## src/rtl/stack_engine_if.sv

```systemverilog
// Wishbone-classic bus bundle used by the stack engine.
// The master modport is the engine (initiator) side and the slave modport
// is the memory/target side.
//   bus_cyc_o / bus_stb_o : cycle and strobe, both high for the whole access
//   bus_we_o              : 1 = write (PUSH), 0 = read (POP)
//   bus_adr_o / bus_dat_o : byte address and write data
//   bus_sel_o             : byte lanes (always all four during an access)
//   bus_dat_i             : read data returned by the target
//   bus_ack_i / bus_err_i : access completion or error termination
interface stack_engine_if #(
    parameter int WIDTH = 32
);
    logic             bus_cyc_o;
    logic             bus_stb_o;
    logic             bus_we_o;
    logic [WIDTH-1:0] bus_adr_o;
    logic [WIDTH-1:0] bus_dat_o;
    logic [3:0]       bus_sel_o;
    logic [WIDTH-1:0] bus_dat_i;
    logic             bus_ack_i;
    logic             bus_err_i;

    modport master (
        output bus_cyc_o, bus_stb_o, bus_we_o, bus_adr_o, bus_dat_o, bus_sel_o,
        input  bus_dat_i, bus_ack_i, bus_err_i
    );

    modport slave (
        input  bus_cyc_o, bus_stb_o, bus_we_o, bus_adr_o, bus_dat_o, bus_sel_o,
        output bus_dat_i, bus_ack_i, bus_err_i
    );
endinterface

```

## src/rtl/stack_engine.sv

```systemverilog
// Stack engine: executes one PUSH or POP against memory over a Wishbone
// classic bus, then updates the stack pointer and/or a destination register.
// Ports:
//   clk_i, rst_i          clock, asynchronous active-low reset
//   cmd_valid_i/ready_o   command handshake: a command is taken on a rising
//                         edge where cmd_valid_i and cmd_ready_o are both 1;
//                         the fields and sp_i are sampled on that edge only
//   cmd_pop_i             1 = POP, 0 = PUSH
//   cmd_size_i            1 = byte, 2 = halfword, 3 or 0 = word
//   cmd_reg_i, cmd_data_i POP destination register, PUSH value
//   sp_i                  current stack pointer
//   sp_data_o, sp_en_o    stack pointer write port
//   write_*_o             POP destination register write port
//   done_o, fault_o       one-cycle completion / fault pulses
//   state_o               current FSM state (debug visibility)
//   bus                   Wishbone initiator (stack_engine_if.master)
module stack_engine #(
    parameter int                 WIDTH  = 32,
    parameter int                 COUNTP = 4,
    parameter logic [COUNTP-1:0]  SPREG  = COUNTP'(15)
) (
    input  logic              clk_i,
    input  logic              rst_i,
    input  logic              cmd_valid_i,
    output logic              cmd_ready_o,
    input  logic              cmd_pop_i,
    input  logic [1:0]        cmd_size_i,
    input  logic [COUNTP-1:0] cmd_reg_i,
    input  logic [WIDTH-1:0]  cmd_data_i,
    input  logic [WIDTH-1:0]  sp_i,
    output logic [WIDTH-1:0]  sp_data_o,
    output logic [1:0]        sp_en_o,
    output logic [COUNTP-1:0] write_addr_o,
    output logic [WIDTH-1:0]  write_data_o,
    output logic [1:0]        write_en_o,
    output logic              done_o,
    output logic              fault_o,
    output logic [1:0]        state_o,
    stack_engine_if.master    bus
);

    typedef enum logic [1:0] {IDLE = 2'd0, BUS = 2'd1, WB = 2'd2, FAULT = 2'd3} state_t;

    state_t            state;
    logic              pop_q;
    logic [1:0]        size_q;
    logic [COUNTP-1:0] reg_q;
    logic [WIDTH-1:0]  sp_q;
    logic [1:0]        size_n;

    // Size 0 behaves exactly like a word access.
    assign size_n      = (cmd_size_i == 2'd0) ? 2'd3 : cmd_size_i;
    // Gated with reset so the handshake reads 0 while reset is held.
    assign cmd_ready_o = (state == IDLE) && rst_i;
    assign state_o     = state;

    function automatic logic [WIDTH-1:0] zext(input logic [WIDTH-1:0] v,
                                              input logic [1:0]       sz);
        logic [WIDTH-1:0] mask;
        case (sz)
            2'd1:    mask = WIDTH'(8'hFF);
            2'd2:    mask = WIDTH'(16'hFFFF);
            default: mask = '1;
        endcase
        return v & mask;
    endfunction

    always_ff @(posedge clk_i or negedge rst_i) begin
        if (!rst_i) begin
            state         <= IDLE;
            pop_q         <= 1'b0;
            size_q        <= 2'd0;
            reg_q         <= '0;
            sp_q          <= '0;
            bus.bus_cyc_o <= 1'b0;
            bus.bus_stb_o <= 1'b0;
            bus.bus_we_o  <= 1'b0;
            bus.bus_adr_o <= '0;
            bus.bus_dat_o <= '0;
            bus.bus_sel_o <= 4'h0;
            sp_data_o     <= '0;
            sp_en_o       <= 2'd0;
            write_addr_o  <= '0;
            write_data_o  <= '0;
            write_en_o    <= 2'd0;
            done_o        <= 1'b0;
            fault_o       <= 1'b0;
        end else begin
            // Write ports and pulses are only ever live for a single cycle.
            done_o       <= 1'b0;
            fault_o      <= 1'b0;
            sp_en_o      <= 2'd0;
            sp_data_o    <= '0;
            write_en_o   <= 2'd0;
            write_addr_o <= '0;
            write_data_o <= '0;

            case (state)
                IDLE: begin
                    if (cmd_valid_i && cmd_ready_o) begin
                        pop_q  <= cmd_pop_i;
                        size_q <= size_n;
                        reg_q  <= cmd_reg_i;
                        sp_q   <= sp_i;
                        if (sp_i[1:0] != 2'b00) begin
                            // Misaligned stack pointer: never touch the bus.
                            state   <= FAULT;
                            fault_o <= 1'b1;
                        end else begin
                            state         <= BUS;
                            bus.bus_cyc_o <= 1'b1;
                            bus.bus_stb_o <= 1'b1;
                            bus.bus_we_o  <= ~cmd_pop_i;
                            bus.bus_sel_o <= 4'hF;
                            bus.bus_adr_o <= cmd_pop_i ? sp_i : sp_i - WIDTH'(4);
                            bus.bus_dat_o <= cmd_pop_i ? '0 : zext(cmd_data_i, size_n);
                        end
                    end
                end

                BUS: begin
                    // Error takes priority over a simultaneous acknowledge.
                    if (bus.bus_err_i || bus.bus_ack_i) begin
                        bus.bus_cyc_o <= 1'b0;
                        bus.bus_stb_o <= 1'b0;
                        bus.bus_we_o  <= 1'b0;
                        bus.bus_sel_o <= 4'h0;
                        bus.bus_adr_o <= '0;
                        bus.bus_dat_o <= '0;
                    end
                    if (bus.bus_err_i) begin
                        state   <= FAULT;
                        fault_o <= 1'b1;
                    end else if (bus.bus_ack_i) begin
                        state  <= WB;
                        done_o <= 1'b1;
                        if (pop_q) begin
                            write_en_o   <= size_q;
                            write_addr_o <= reg_q;
                            write_data_o <= zext(bus.bus_dat_i, size_q);
                            // Popping into SP itself: the loaded value wins,
                            // so the post-increment is suppressed.
                            if (reg_q != SPREG) begin
                                sp_en_o   <= 2'd3;
                                sp_data_o <= sp_q + WIDTH'(4);
                            end
                        end else begin
                            sp_en_o   <= 2'd3;
                            sp_data_o <= sp_q - WIDTH'(4);
                        end
                    end
                end

                WB:      state <= IDLE;
                FAULT:   state <= IDLE;
                default: state <= IDLE;
            endcase
        end
    end

endmodule

```

## src/flat_wrapper.sv

```systemverilog
// flat-port wrapper written by rule: the top's interface ports become plain ports
module stack_engine_flat 
#(
    parameter int                 WIDTH  = 32,
    parameter int                 COUNTP = 4,
    parameter logic [COUNTP-1:0]  SPREG  = COUNTP'(15)
)
  (clk_i, rst_i, cmd_valid_i, cmd_ready_o, cmd_pop_i, cmd_size_i, cmd_reg_i, cmd_data_i, sp_i, sp_data_o, sp_en_o, write_addr_o, write_data_o, write_en_o, done_o, fault_o, state_o, bus_bus_cyc_o, bus_bus_stb_o, bus_bus_we_o, bus_bus_adr_o, bus_bus_dat_o, bus_bus_sel_o, bus_bus_dat_i, bus_bus_ack_i, bus_bus_err_i);
  stack_engine_if #(.WIDTH(WIDTH)) bus_i ();
  input  logic clk_i;
  input  logic rst_i;
  input  logic cmd_valid_i;
  output logic cmd_ready_o;
  input  logic cmd_pop_i;
  input  logic [1:0] cmd_size_i;
  input  logic [COUNTP-1:0] cmd_reg_i;
  input  logic [WIDTH-1:0] cmd_data_i;
  input  logic [WIDTH-1:0] sp_i;
  output logic [WIDTH-1:0] sp_data_o;
  output logic [1:0] sp_en_o;
  output logic [COUNTP-1:0] write_addr_o;
  output logic [WIDTH-1:0] write_data_o;
  output logic [1:0] write_en_o;
  output logic done_o;
  output logic fault_o;
  output logic [1:0] state_o;
  output wire logic [$bits(bus_i.bus_cyc_o)-1:0] bus_bus_cyc_o;
  output wire logic [$bits(bus_i.bus_stb_o)-1:0] bus_bus_stb_o;
  output wire logic [$bits(bus_i.bus_we_o)-1:0] bus_bus_we_o;
  output wire logic [$bits(bus_i.bus_adr_o)-1:0] bus_bus_adr_o;
  output wire logic [$bits(bus_i.bus_dat_o)-1:0] bus_bus_dat_o;
  output wire logic [$bits(bus_i.bus_sel_o)-1:0] bus_bus_sel_o;
  input wire logic [$bits(bus_i.bus_dat_i)-1:0] bus_bus_dat_i;
  input wire logic [$bits(bus_i.bus_ack_i)-1:0] bus_bus_ack_i;
  input wire logic [$bits(bus_i.bus_err_i)-1:0] bus_bus_err_i;
  assign bus_bus_cyc_o = bus_i.bus_cyc_o;
  assign bus_bus_stb_o = bus_i.bus_stb_o;
  assign bus_bus_we_o = bus_i.bus_we_o;
  assign bus_bus_adr_o = bus_i.bus_adr_o;
  assign bus_bus_dat_o = bus_i.bus_dat_o;
  assign bus_bus_sel_o = bus_i.bus_sel_o;
  assign bus_i.bus_dat_i = bus_bus_dat_i;
  assign bus_i.bus_ack_i = bus_bus_ack_i;
  assign bus_i.bus_err_i = bus_bus_err_i;
  stack_engine #(.WIDTH(WIDTH), .COUNTP(COUNTP), .SPREG(SPREG)) u_core (.clk_i(clk_i), .rst_i(rst_i), .cmd_valid_i(cmd_valid_i), .cmd_ready_o(cmd_ready_o), .cmd_pop_i(cmd_pop_i), .cmd_size_i(cmd_size_i), .cmd_reg_i(cmd_reg_i), .cmd_data_i(cmd_data_i), .sp_i(sp_i), .sp_data_o(sp_data_o), .sp_en_o(sp_en_o), .write_addr_o(write_addr_o), .write_data_o(write_data_o), .write_en_o(write_en_o), .done_o(done_o), .fault_o(fault_o), .state_o(state_o), .bus(bus_i));
endmodule
```

## config.mk

```make
export PLATFORM = sky130hd
export DESIGN_NAME = stack_engine_flat
export DESIGN_NICKNAME = d
export VERILOG_FILES = /design/src/rtl/stack_engine_if.sv /design/src/rtl/stack_engine.sv /design/src/flat_wrapper.sv
export SDC_FILE = /design/constraint.sdc
export NUM_CORES = 1
export LEC_CHECK = 0
export BUFFER_PORTS_ARGS = -buffer_cell sky130_fd_sc_hd__buf_2
export CAP_MARGIN = 20
export CORE_MARGIN = 5
export CORE_UTILIZATION = 40
export DETAILED_ROUTE_END_ITERATION = 16
export PLACE_DENSITY_LB_ADDON = 0.1
export SKIP_LAST_GASP = 1
export SLEW_MARGIN = 0
export SYNTH_ARGS = -nofsm -noshare
export SYNTH_HDL_FRONTEND = slang
export SYNTH_SLANG_ARGS = --single-unit
```

## constraint.sdc

```tcl
create_clock -name clk_i -period 6 [get_ports clk_i]
set_input_delay 0.3 -clock clk_i [delete_from_list [all_inputs] [get_ports clk_i]]
set_output_delay 0.3 -clock clk_i [all_outputs]
set_load 0.005 [all_outputs]
```

==> results of run 1 <==
-- per-layer routing --
layer / part of all wire / vias up / track usage
met4: 0.014 / 2 / 0.0581
met5: 0.00030 / - / 0
met3: 0.086 / 30 / 0.0630
met2: 0.45 / 281 / 0.301
li1: - / 3379 / -
met1: 0.44 / 3308 / 0.270
-- registers in the layout (all words and copies together) (netlist names) --
| name | count |
|---|---|
| u_core.done_o | 1 |
| u_core.sp_en_o | 1 |
| u_core.pop_q | 1 |
| u_core.write_data_o | 32 |
| u_core.sp_data_o | 32 |
| u_core.write_addr_o | 4 |
| u_core.bus.bus_sel_o | 1 |
| u_core.fault_o | 1 |
| u_core.reg_q | 4 |
| u_core.size_q | 2 |
| u_core.bus.bus_we_o | 1 |
| u_core.write_en_o | 2 |
| u_core.state_o | 2 |
| u_core.sp_q | 32 |
| u_core.bus.bus_adr_o | 32 |
| u_core.bus.bus_dat_o | 32 |
-- power by group through the flow --
stage                     clock [mW]  combinational, mW  sequential (mW)
after detailed placement           0               1.06             1.90
after floorplan                    0              0.749             1.72
after CTS                       1.33               1.06             1.88
after global routing            1.38               1.20             1.94
final                           1.30               1.05             1.88
after global placement             0               1.05             1.89
-- worst max path at each step --
stage,start,endpoint,slack (ns),depth (start not counted)
after floorplan,u_core.sp_q[14],u_core.sp_data_o[21],3.50,7
after global placement,rst_i,u_core.bus.bus_dat_o[23],2.72,6
after detailed placement,rst_i,u_core.bus.bus_dat_o[23],2.58,6
after global routing,rst_i,u_core.bus.bus_dat_o[29],2.26,7
final,rst_i,u_core.bus.bus_dat_o[26],2.64,7
after CTS,rst_i,u_core.bus.bus_dat_o[23],2.48,7
-- cells by family (layout without fill, tap and decap cells) --
logic type / Yosys count / in the layout
and+or+nand+nor: 374 / 374
DFF: 180 / 180
AOI/OAI and AO/OA: 162 / 162
buffers and inverters: 69 / 307
xor gates and xnor gates: 36 / 36
adders and majority gates: 7 / 7
muxes: 2 / 2
-- cells in the final DEF, fill, tap and decap left out, types with 4 or more instances in the layout --
cell       instances
a21o_1             4
a21oi_1           29
a221oi_1           8
a22o_1            33
a31oi_1            7
and2_1            20
and3_1            39
and4_1             5
buf_2            255
buf_4              7
bufinv_16          6
clkbuf_16         17
dfrtp_1          180
ha_1               7
inv_1             10
nand2_1          171
nand3_1           13
nand4_1            7
nor2_1            34
nor3_1            23
nor4_1            23
o21ai_0           44
o22a_1             4
o22ai_1            4
o31ai_1            7
or3_1             10
or4_1              8
xnor2_1           24
xor2_1            12
-- worst max-delay path: cells and delay by family --
| family | cells | cell delay [ns] |
|---|---|---|
| AND/OR/NAND/NOR | 4 | 2.28 |
| buffers and inverters | 2 | 0.90 |
| AO/OA/AOI/OAI | 1 | 0.22 |
-- stage by stage --
stage / setup slack [ns] / instance area, um2 / utilization / hold WS, ns / cells
2_1_floorplan: 3.50 / 8200 / - / 0.00441 / 830
3_3_place_gp: 2.72 / 9640 / 0.476 / 0.260 / 1303
3_5_place_dp: 2.58 / 9640 / 0.476 / 0.266 / 1303
4_1_cts: 2.48 / 10300 / 0.511 / 0.0490 / 1336
5_1_grt: 2.26 / 10400 / 0.512 / 0.0511 / 1338
6_report: 2.64 / 10400 / 0.512 / 0.0674 / 1338
-- final cells by class --
| cell class | instances | area, um2 | area share |
|---|---|---|---|
| Sequential cell | 180 | 4500 | 0.434 |
| Multi-Input combinational cell | 581 | 3420 | 0.330 |
| Timing Repair Buffer | 265 | 1380 | 0.133 |
| Clock buffer | 19 | 443 | 0.0427 |
| Tap cell | 270 | 338 | 0.0326 |
| Clock inverter | 13 | 245 | 0.0236 |
| Inverter | 10 | 37.5 | 0.00362 |
-- repair_timing --
item / 4_1_cts / 5_1_grt
hold endpoints to repair: 43 / 0
hold buffers: 1 / 0
gates resized for setup: 0 / 0
==> impl_metrics.tcl, run 1 <==
set metrics [dict create \
    synthSimpleGateAreaFrac 0.227 \
    switchingPower_mw 1.47 \
    hp-start "cmd_reg_i[0]" \
    slew_headroom 0.327 \
    firstDrtPassIters 6 \
    fin_crit_sh 0.560 \
    cts_tree "done" \
    reg2reg_depth 5 \
    netlist_area_um2 8200 \
    yosys.area.top_type_share 0.550 \
    tns_ns 0 \
    core_region_area_um2 20200 \
    power.share.switching 0.347 \
    yosysWarnings 0 \
    worst_slew_pin_slew_ns 1.01 \
    synthXorXnorAreaFrac 0.0385 \
    clock-sinks 180 \
    syn_area_per_cell_um2 9.88 \
    p_per_area_nw_per_um2 408 \
    io_pins 256 \
    io_buffers 255 \
    hold_path.class "input port to register" \
    synth-edff-count 0 \
    grtUsageTotal 0.197 \
    syn_nets 945 \
    p_int_mw 2.76 \
    ys_seq_elements 180 \
    synth_compound_area_frac 0.135 \
    fp.dieW_um 153 \
    ant_nets 0 \
    syn2layout_area_growth_pct 26.5 \
    antenna_found_initial 1 \
    required_ns 6.37 \
    synth.largest_area_cell "dfrtp_1" \
    cts_setup_buffers 0 \
    cap_violations 0 \
    crit_slowest_cell "nor2_1" \
    synth_area_leaders "dfrtp_1 (55%), nand2_1 (7.8%), a22o_1 (3.5%)" \
    pwr-share-comb 0.247 \
    power_leakage_nw 5.38 \
    finalPower_mw 4.23 \
    numCtsBuffers 17 \
    reg2reg_to "u_core.bus.bus_dat_o[26]" \
    finalCriticalPeriod_ns 3.36 \
    diodes 0 \
    layout-drive-gt1-share 0.286 \
    synth_top_family_by_area "simple AND/OR/NAND/NOR gates" \
    hold_violations 0 \
    rows 52 \
    drc_errors 0 \
    ir_worst_vdd_mv 0.200 \
    fmax_ghz 0.298 \
    p_clk_frac 0.307 \
    finalWirelength_mm 23.4 \
    timing.rr.start "u_core.state_o[0]" \
    startpoint_type "input port" \
    arrival_ns 3.73 \
    slew_viol_final 0 \
    hold_path_end "u_core.reg_q[0]" \
    end_kind "register" \
    synth_mux_area_frac 0.00244 \
    overflow 0 \
    insertion_delay_ns 0.43 \
    synth-async-reset-ratio 1.00 \
    outcome "finished, final reports clean" \
    seqPwrFrac 0.445 \
    seq_area_frac_synth 0.550 \
    crit_type "input port to register" \
    nNetsFinal 1170 \
    path_cells "dlygate4sd3_1 -> clkbuf_8 -> nor4bb_4 -> nand2_1 -> nor2_1 -> and2_1 -> a22o_1" \
    vias 7000 \
    syn_inst 830 \
    grt_pass1_wl_mm 37.4 \
    synth_commonest_cells "dfrtp_1 (180), nand2_1 (171), clkbuf_1 (49), o21ai_0 (44), and3_1 (39)" \
    start_util 0.405 \
    grt_max_degree 79 \
    max_stage_delay_ns 0.73 \
    vias_per_cell 5.23 \
    drt-initial-drc-count 463 \
    r2r_slack_ns 2.83 \
    wire_per_inst_um 17.5 \
    clk_path_buf_depth 2 \
    timing.critical_path.fanout_max 46 \
    yosys_most_used_dff "dfrtp_1" \
    fillers 1916 \
    clk_pin_slew_ns 0.07 \
    synth_fa_ha_area_frac 0.0107 \
    chipHeight_um 153 \
    root_buffer "clkbuf_16" \
    synth_most_common_cell "dfrtp_1" \
    whs_path_depth 3 \
    finClkSkew_ns 0.00834 \
    htree_levels 4 \
    grt_pass1_vias 6851 \
    place_congestion 0.846 \
    grt_setup_unrepaired "false" \
    place.detailed.hpwl_mm 16.6 \
    die_area_um2 23500 \
    setup_viol 0 \
    synth.distinct_cells 59 \
]
(Power assumes the default switching activity.)
==> run 2: changes to the inputs <==
ABC_AREA = 1   (was not set)
clock period = 3.35 ns   (was 6 ns; I/O delays follow)
==> run 2 against run 1 <==
Against the previous run: critical path depth is the same; power grew 99%; clock skew increased by 0.0031 ns; core utilization up 1.3 points; global-route usage is 2.3 points higher; sequential cell count is the same; hold slack lost 0.052 ns; non-clock buffer count increased by 65; synthesized cell count is 44% higher; count of clock-buffer cells in the layout shrank 2; routed wire length increased by 21%; critical path type is now register to register; largest cell class unchanged.
==> impl_metrics.tcl, run 2 <==
set metrics [dict create \
    worst_slew_pin_slew_ns 0.966 \
    chipHeight_um 161 \
    cts_tree "done" \
    fin_crit_sh 0.685 \
    synth.largest_area_cell "dfrtp_1" \
    drt-initial-drc-count 629 \
    start_util 0.404 \
    nNetsFinal 1608 \
    slew_headroom 0.356 \
    grtUsageTotal 0.220 \
    crit_type "register to register" \
    antenna_found_initial 1 \
    ir_worst_vdd_mv 0.372 \
    final_common_cell "nand2_1" \
    pre_cts_ws_ns 1.04 \
    core_region_area_um2 22500 \
    setup_slack_ns 1.05 \
    place_inst 1691 \
    die_area_um2 25900 \
    place.detailed.hpwl_mm 21.0 \
    place_congestion 0.914 \
    diodes 0 \
    synth.distinct_cells 32 \
    final_cell_mix "nand2_1 (358), buf_2 (254), dfrtp_1 (180), nor2_1 (178), inv_1 (118)" \
    slew_viol_final 0 \
    synth_most_common_cell "nand2_1" \
    yosysWarnings 0 \
    r2r_slack_ns 1.05 \
    synth-async-reset-ratio 1.00 \
    arrival_ns 2.63 \
    vias_per_cell 4.85 \
    end_kind "register" \
    synth-edff-count 0 \
    clock-sinks 180 \
    clk_path_buf_depth 2 \
    grt_max_degree 81 \
    root_buffer "clkbuf_16" \
    layout-drive-gt1-share 0.216 \
    ant_nets 0 \
    tns_ns 0 \
    outcome "finished, final reports clean" \
    required_ns 3.69 \
    synth_area_leaders "dfrtp_1 (50%), nand2_1 (15%), nor2_1 (7.3%)" \
    reg2reg_depth 7 \
    drc_errors 0 \
    finClkSkew_ns 0.0115 \
    grt_setup_unrepaired "false" \
    yosys_most_used_dff "dfrtp_1" \
    synth_commonest_cells "nand2_1 (358), dfrtp_1 (180), nor2_1 (178), inv_1 (118), o21ai_0 (87)" \
    startpoint_type "register" \
    hold_violations 0 \
    wire_per_inst_um 15.8 \
    finalCriticalPeriod_ns 2.30 \
    timing.critical_path.fanout_max 12 \
    setup_viol 0 \
    syn2layout_area_growth_pct 29.9 \
    cts_resized 0 \
    ys_seq_elements 180 \
    syn_inst 1194 \
    syn_area_per_cell_um2 7.62 \
    final_area_um2 11800 \
    clk_pin_slew_ns 0.07 \
    fp.dieW_um 161 \
    grt_pass1_wl_mm 46.1 \
    fmax_ghz 0.436 \
    final_util 0.525 \
    firstDrtPassIters 7 \
    numCtsBuffers 17 \
    place_area_um2 10600 \
    rows 55 \
    htree_levels 4 \
    hold_path.class "input port to register" \
    grt_pass1_vias 8756 \
    hold_path_end "u_core.sp_q[0]" \
    vias 8674 \
    finalWirelength_mm 28.4 \
    yosys.area.top_type_share 0.495 \
    power_leakage_nw 6.26 \
    netlist_area_um2 9100 \
    seq_area_frac_synth 0.495 \
    timing.rr.start "u_core.state_o[1]" \
    reg2reg_to "u_core.sp_data_o[7]" \
    whs_path_depth 3 \
    syn_nets 1309 \
    stdcell_count 1790 \
    overflow 0 \
    cap_violations 0 \
    io_pins 256 \
    io_buffers 255 \
    hp-start "sp_i[0]" \
    p_per_area_nw_per_um2 710 \
    insertion_delay_ns 0.43 \
]
-- run 2: changes by cell type in the layout (fill, tap and decap cells not counted), moves of 43 or more --
cell,change
dlygate4sd3_1,+67
inv_1,+108
nand2_1,+187
nand3_1,+68
nor2_1,+144
o21ai_0,+43
-- run 2: worst max-delay path: stages, from the launching register on --
cell and delay [ns]:
dfrtp_1 0.40, inv_1 0.12, nand2_1 0.13, inv_1 0.12, nand3_1 0.41, nor2_2 0.52
inv_1 0.27, o22ai_1 0.23
-- run 2: power by group --
part / leakage, nW / switching (mW) / total [mW] / internal, mW
Combinational: 3.60 / 1.86 / 2.95 / 1.09
Clock: 0.287 / 0.966 / 1.97 / 1.00
Sequential: 2.38 / 0.681 / 3.48 / 2.80
-- run 2: what timing repair did --
item,4_1_cts,5_1_grt
hold buffers,68,0
endpoints found under the hold margin,120,0
buffers inserted,0,0
-- run 2: kinds of logic after synthesis --
family                   share of synthesized area
AO/OA/AOI/OAI                               0.0858
XOR/XNOR                                    0.0221
adder cells (fa/ha/maj)                    0.00963
buffers and inverters                       0.0760
flip-flops                                   0.495
AND/OR/NAND/NOR                              0.311
-- run 2: area by class of cell --
type	instances	area, um2
clock inverter	14	165
fill	2178	10700
inverter	118	443
timing repair buffer	330	2020
clock buffer	17	425
multi-input combinational	846	3910
tap	285	357
sequential	180	4500
-- run 2: worst max-delay path by stage --
| stage | from | endpoint | slack, ns |
|---|---|---|---|
| 2_1_floorplan | u_core.state_o[0] | u_core.bus.bus_dat_o[21] | 1.74 |
| 3_3_place_gp | u_core.state_o[1] | u_core.sp_data_o[16] | 1.16 |
| 3_5_place_dp | u_core.state_o[1] | u_core.sp_data_o[7] | 1.04 |
| 4_1_cts | u_core.state_o[1] | u_core.sp_data_o[7] | 1.03 |
| 5_1_grt | u_core.state_o[1] | u_core.sp_data_o[7] | 0.79 |
| 6_report | u_core.state_o[1] | u_core.sp_data_o[7] | 1.05 |
-- run 2: layer usage --
layer	wire length (um)	GRT usage
met5	7	0
met4	421	0.0531
met3	2120	0.0539
met2	13100	0.356
met1	12700	0.301
-- run 2: through the flow --
stage	hold slack [ns]	total power [mW]
2_1_floorplan	-0.128	5.26
3_3_place_gp	0.167	6.40
3_5_place_dp	0.164	6.40
4_1_cts	0.00612	8.48
5_1_grt	0.0172	9.09
6_report	0.0152	8.39
==> run 3: changes to the inputs <==
clock period = 1.9 ns   (was 3.35 ns; I/O delays follow)
==> run 3 against run 2 <==
Against the previous run: final area grew 5.1%; first-iteration DRC count shrank 11%; worst setup slack lost 0.89 ns; routed wire length is 0.66% higher; combinational power is 100% higher; core utilization grew 2.7 points; global-route usage is 0.25 points higher.
==> impl_metrics.tcl, run 3 (synthesis results as in run 2) <==
set metrics [dict create \
    finalPower_mw 15.4 \
    whs_path_depth 3 \
    clock-sinks 180 \
    core_region_area_um2 22500 \
    p_clk_frac 0.228 \
    numCtsBuffers 17 \
    ir_worst_vdd_mv 0.631 \
    die_area_um2 25900 \
    power.share.switching 0.411 \
    rows 55 \
    final_cell_mix "nand2_1 (356), buf_2 (254), dfrtp_1 (180), nor2_1 (172), inv_1 (118)" \
    multiInputGateArea_um2 3940 \
    drc_errors 0 \
    grt_pass1_vias 9064 \
    hp-start "sp_i[2]" \
    hold_violations 0 \
    place_congestion 0.930 \
    switchingPower_mw 6.32 \
    place_inst 1729 \
    startpoint_type "register" \
    arrival_ns 2.11 \
    hold_path.class "input port to register" \
    p_int_mw 9.07 \
    required_ns 2.28 \
    htree_levels 4 \
    reg2reg_to "u_core.bus.bus_dat_o[1]" \
    fin_crit_sh 0.913 \
    timing.rr.start "u_core.state_o[0]" \
    finalWirelength_mm 28.5 \
    clk_pin_slew_ns 0.08 \
    r2r_slack_ns 0.16 \
    final_util 0.552 \
    root_buffer "clkbuf_16" \
    crit_slowest_cell "dfrtp_1" \
    hold_path_end "u_core.bus.bus_adr_o[2]" \
    final_common_cell "nand2_1" \
    overflow 0 \
    diodes 0 \
    start_util 0.404 \
    layout-drive-gt1-share 0.240 \
    path_common_cell "nand2_1" \
    ant_nets 0 \
    wire_per_inst_um 15.4 \
    fmax_ghz 0.576 \
    crit_type "register to register" \
    fp.dieW_um 161 \
    grtUsageTotal 0.223 \
    seqPwrFrac 0.389 \
    vias_per_cell 4.88 \
    cp-startpoint "u_core.state_o[0]" \
    regArea_um2 4500 \
    final_area_um2 12400 \
    cap_violations 0 \
    path_cells "nor2_2 -> nand3_2 -> nand2_1 -> nand4_4 -> nor2_4 -> buf_4 -> clkbuf_16 -> nand3_1 -> nand2_1" \
    insertion_delay_ns 0.44 \
    slew_headroom 0.441 \
    stdcell_count 1849 \
    whs_ns 0.00976 \
    outcome "finished, final reports clean" \
    setup_slack_ns 0.165 \
    firstDrtPassIters 5 \
    place.detailed.hpwl_mm 21.0 \
    syn2layout_area_growth_pct 36.6 \
    fillers 2134 \
    end_kind "register" \
    vias 9027 \
    timing.critical_path.fanout_max 17 \
    slew_viol_final 0 \
    grt_pass1_wl_mm 46.8 \
    max_stage_delay_ns 0.46 \
    pre_cts_ws_ns 0.0951 \
    p_per_area_nw_per_um2 1240 \
    pwr-share-comb 0.384 \
    worst_slew_pin_slew_ns 0.839 \
    finalCriticalPeriod_ns 1.74 \
    io_buffers 255 \
    nNetsFinal 1667 \
    clk_path_buf_depth 2 \
    setup_viol 0 \
    antenna_found_initial 0 \
    place_area_um2 10900 \
    cts_tree "done" \
    tns_ns 0 \
    grt_setup_unrepaired "true" \
    io_pins 256 \
    power_leakage_nw 6.58 \
    finClkSkew_ns 0.0129 \
    reg2reg_depth 9 \
    chipHeight_um 161 \
    drt-initial-drc-count 559 \
    grt_max_degree 101 \
]
[run 3: changes by cell type in the layout (fill, tap and decap cells not counted)]
cell / delta
inv_12: +1
inv_6: -1
nand3_2: +2
clkinv_8: -3
nand2_2: +2
inv_8: +3
nand3_1: -2
buf_4: +33
dlygate4sd3_1: +19
nand2_1: -2
nor2_1: -6
buf_12: +6
nor2_2: +6
clkbuf_16: +1
[run 3: worst max path at each step]
stage / endpoint / slack, ns / cells after the start
3_3_place_gp: u_core.sp_data_o[29] / 0.11 / 8
2_1_floorplan: u_core.bus.bus_dat_o[21] / 0.29 / 8
4_1_cts: u_core.bus.bus_adr_o[11] / 0.08 / 8
5_1_grt: u_core.sp_data_o[21] / -0.05 / 9
3_5_place_dp: u_core.bus.bus_adr_o[2] / 0.1 / 8
6_report: u_core.bus.bus_dat_o[1] / 0.16 / 9
[run 3: area by class of cell]
class	instances	area share
clock buffer	17	0.0342
clock inverter	14	0.0127
inverter	118	0.0356
multi-input combinational	846	0.317
sequential	180	0.362
tap	285	0.0287
timing repair buffer	389	0.209
[run 3: worst max-delay path, delay by kind of cell, from the launching register on]
family                 cells  cell delay, ns
and+or+nand+nor            7            0.88
DFF                        1            0.46
buffers and inverters      2            0.33
[run 3: layer usage]
metal | GRT usage | part of all wire | vias up
met5 | 0 | 0 | -
met4 | 0.0640 | 0.023 | 0
met3 | 0.0529 | 0.068 | 49
met2 | 0.351 | 0.46 | 308
met1 | 0.308 | 0.45 | 4163
li1 | - | - | 4507
[run 3: what timing repair did]
item	in CTS	in global routing
setup endpoints to repair	0	18
buffers inserted	0	1
endpoints found under the hold margin	203	0
hold buffers	87	0
gates resized for setup	0	10
[run 3: power groups by stage]
| stage | Sequential [mW] | Combinational (mW) | Clock, mW |
|---|---|---|---|
| floorplan | 5.67 | 3.60 | 0 |
| global placement | 5.99 | 5.63 | 0 |
| detailed placement | 5.99 | 5.69 | 0 |
| CTS | 5.95 | 5.84 | 3.61 |
| global route | 6.16 | 6.74 | 3.78 |
| finish | 5.99 | 5.91 | 3.51 |
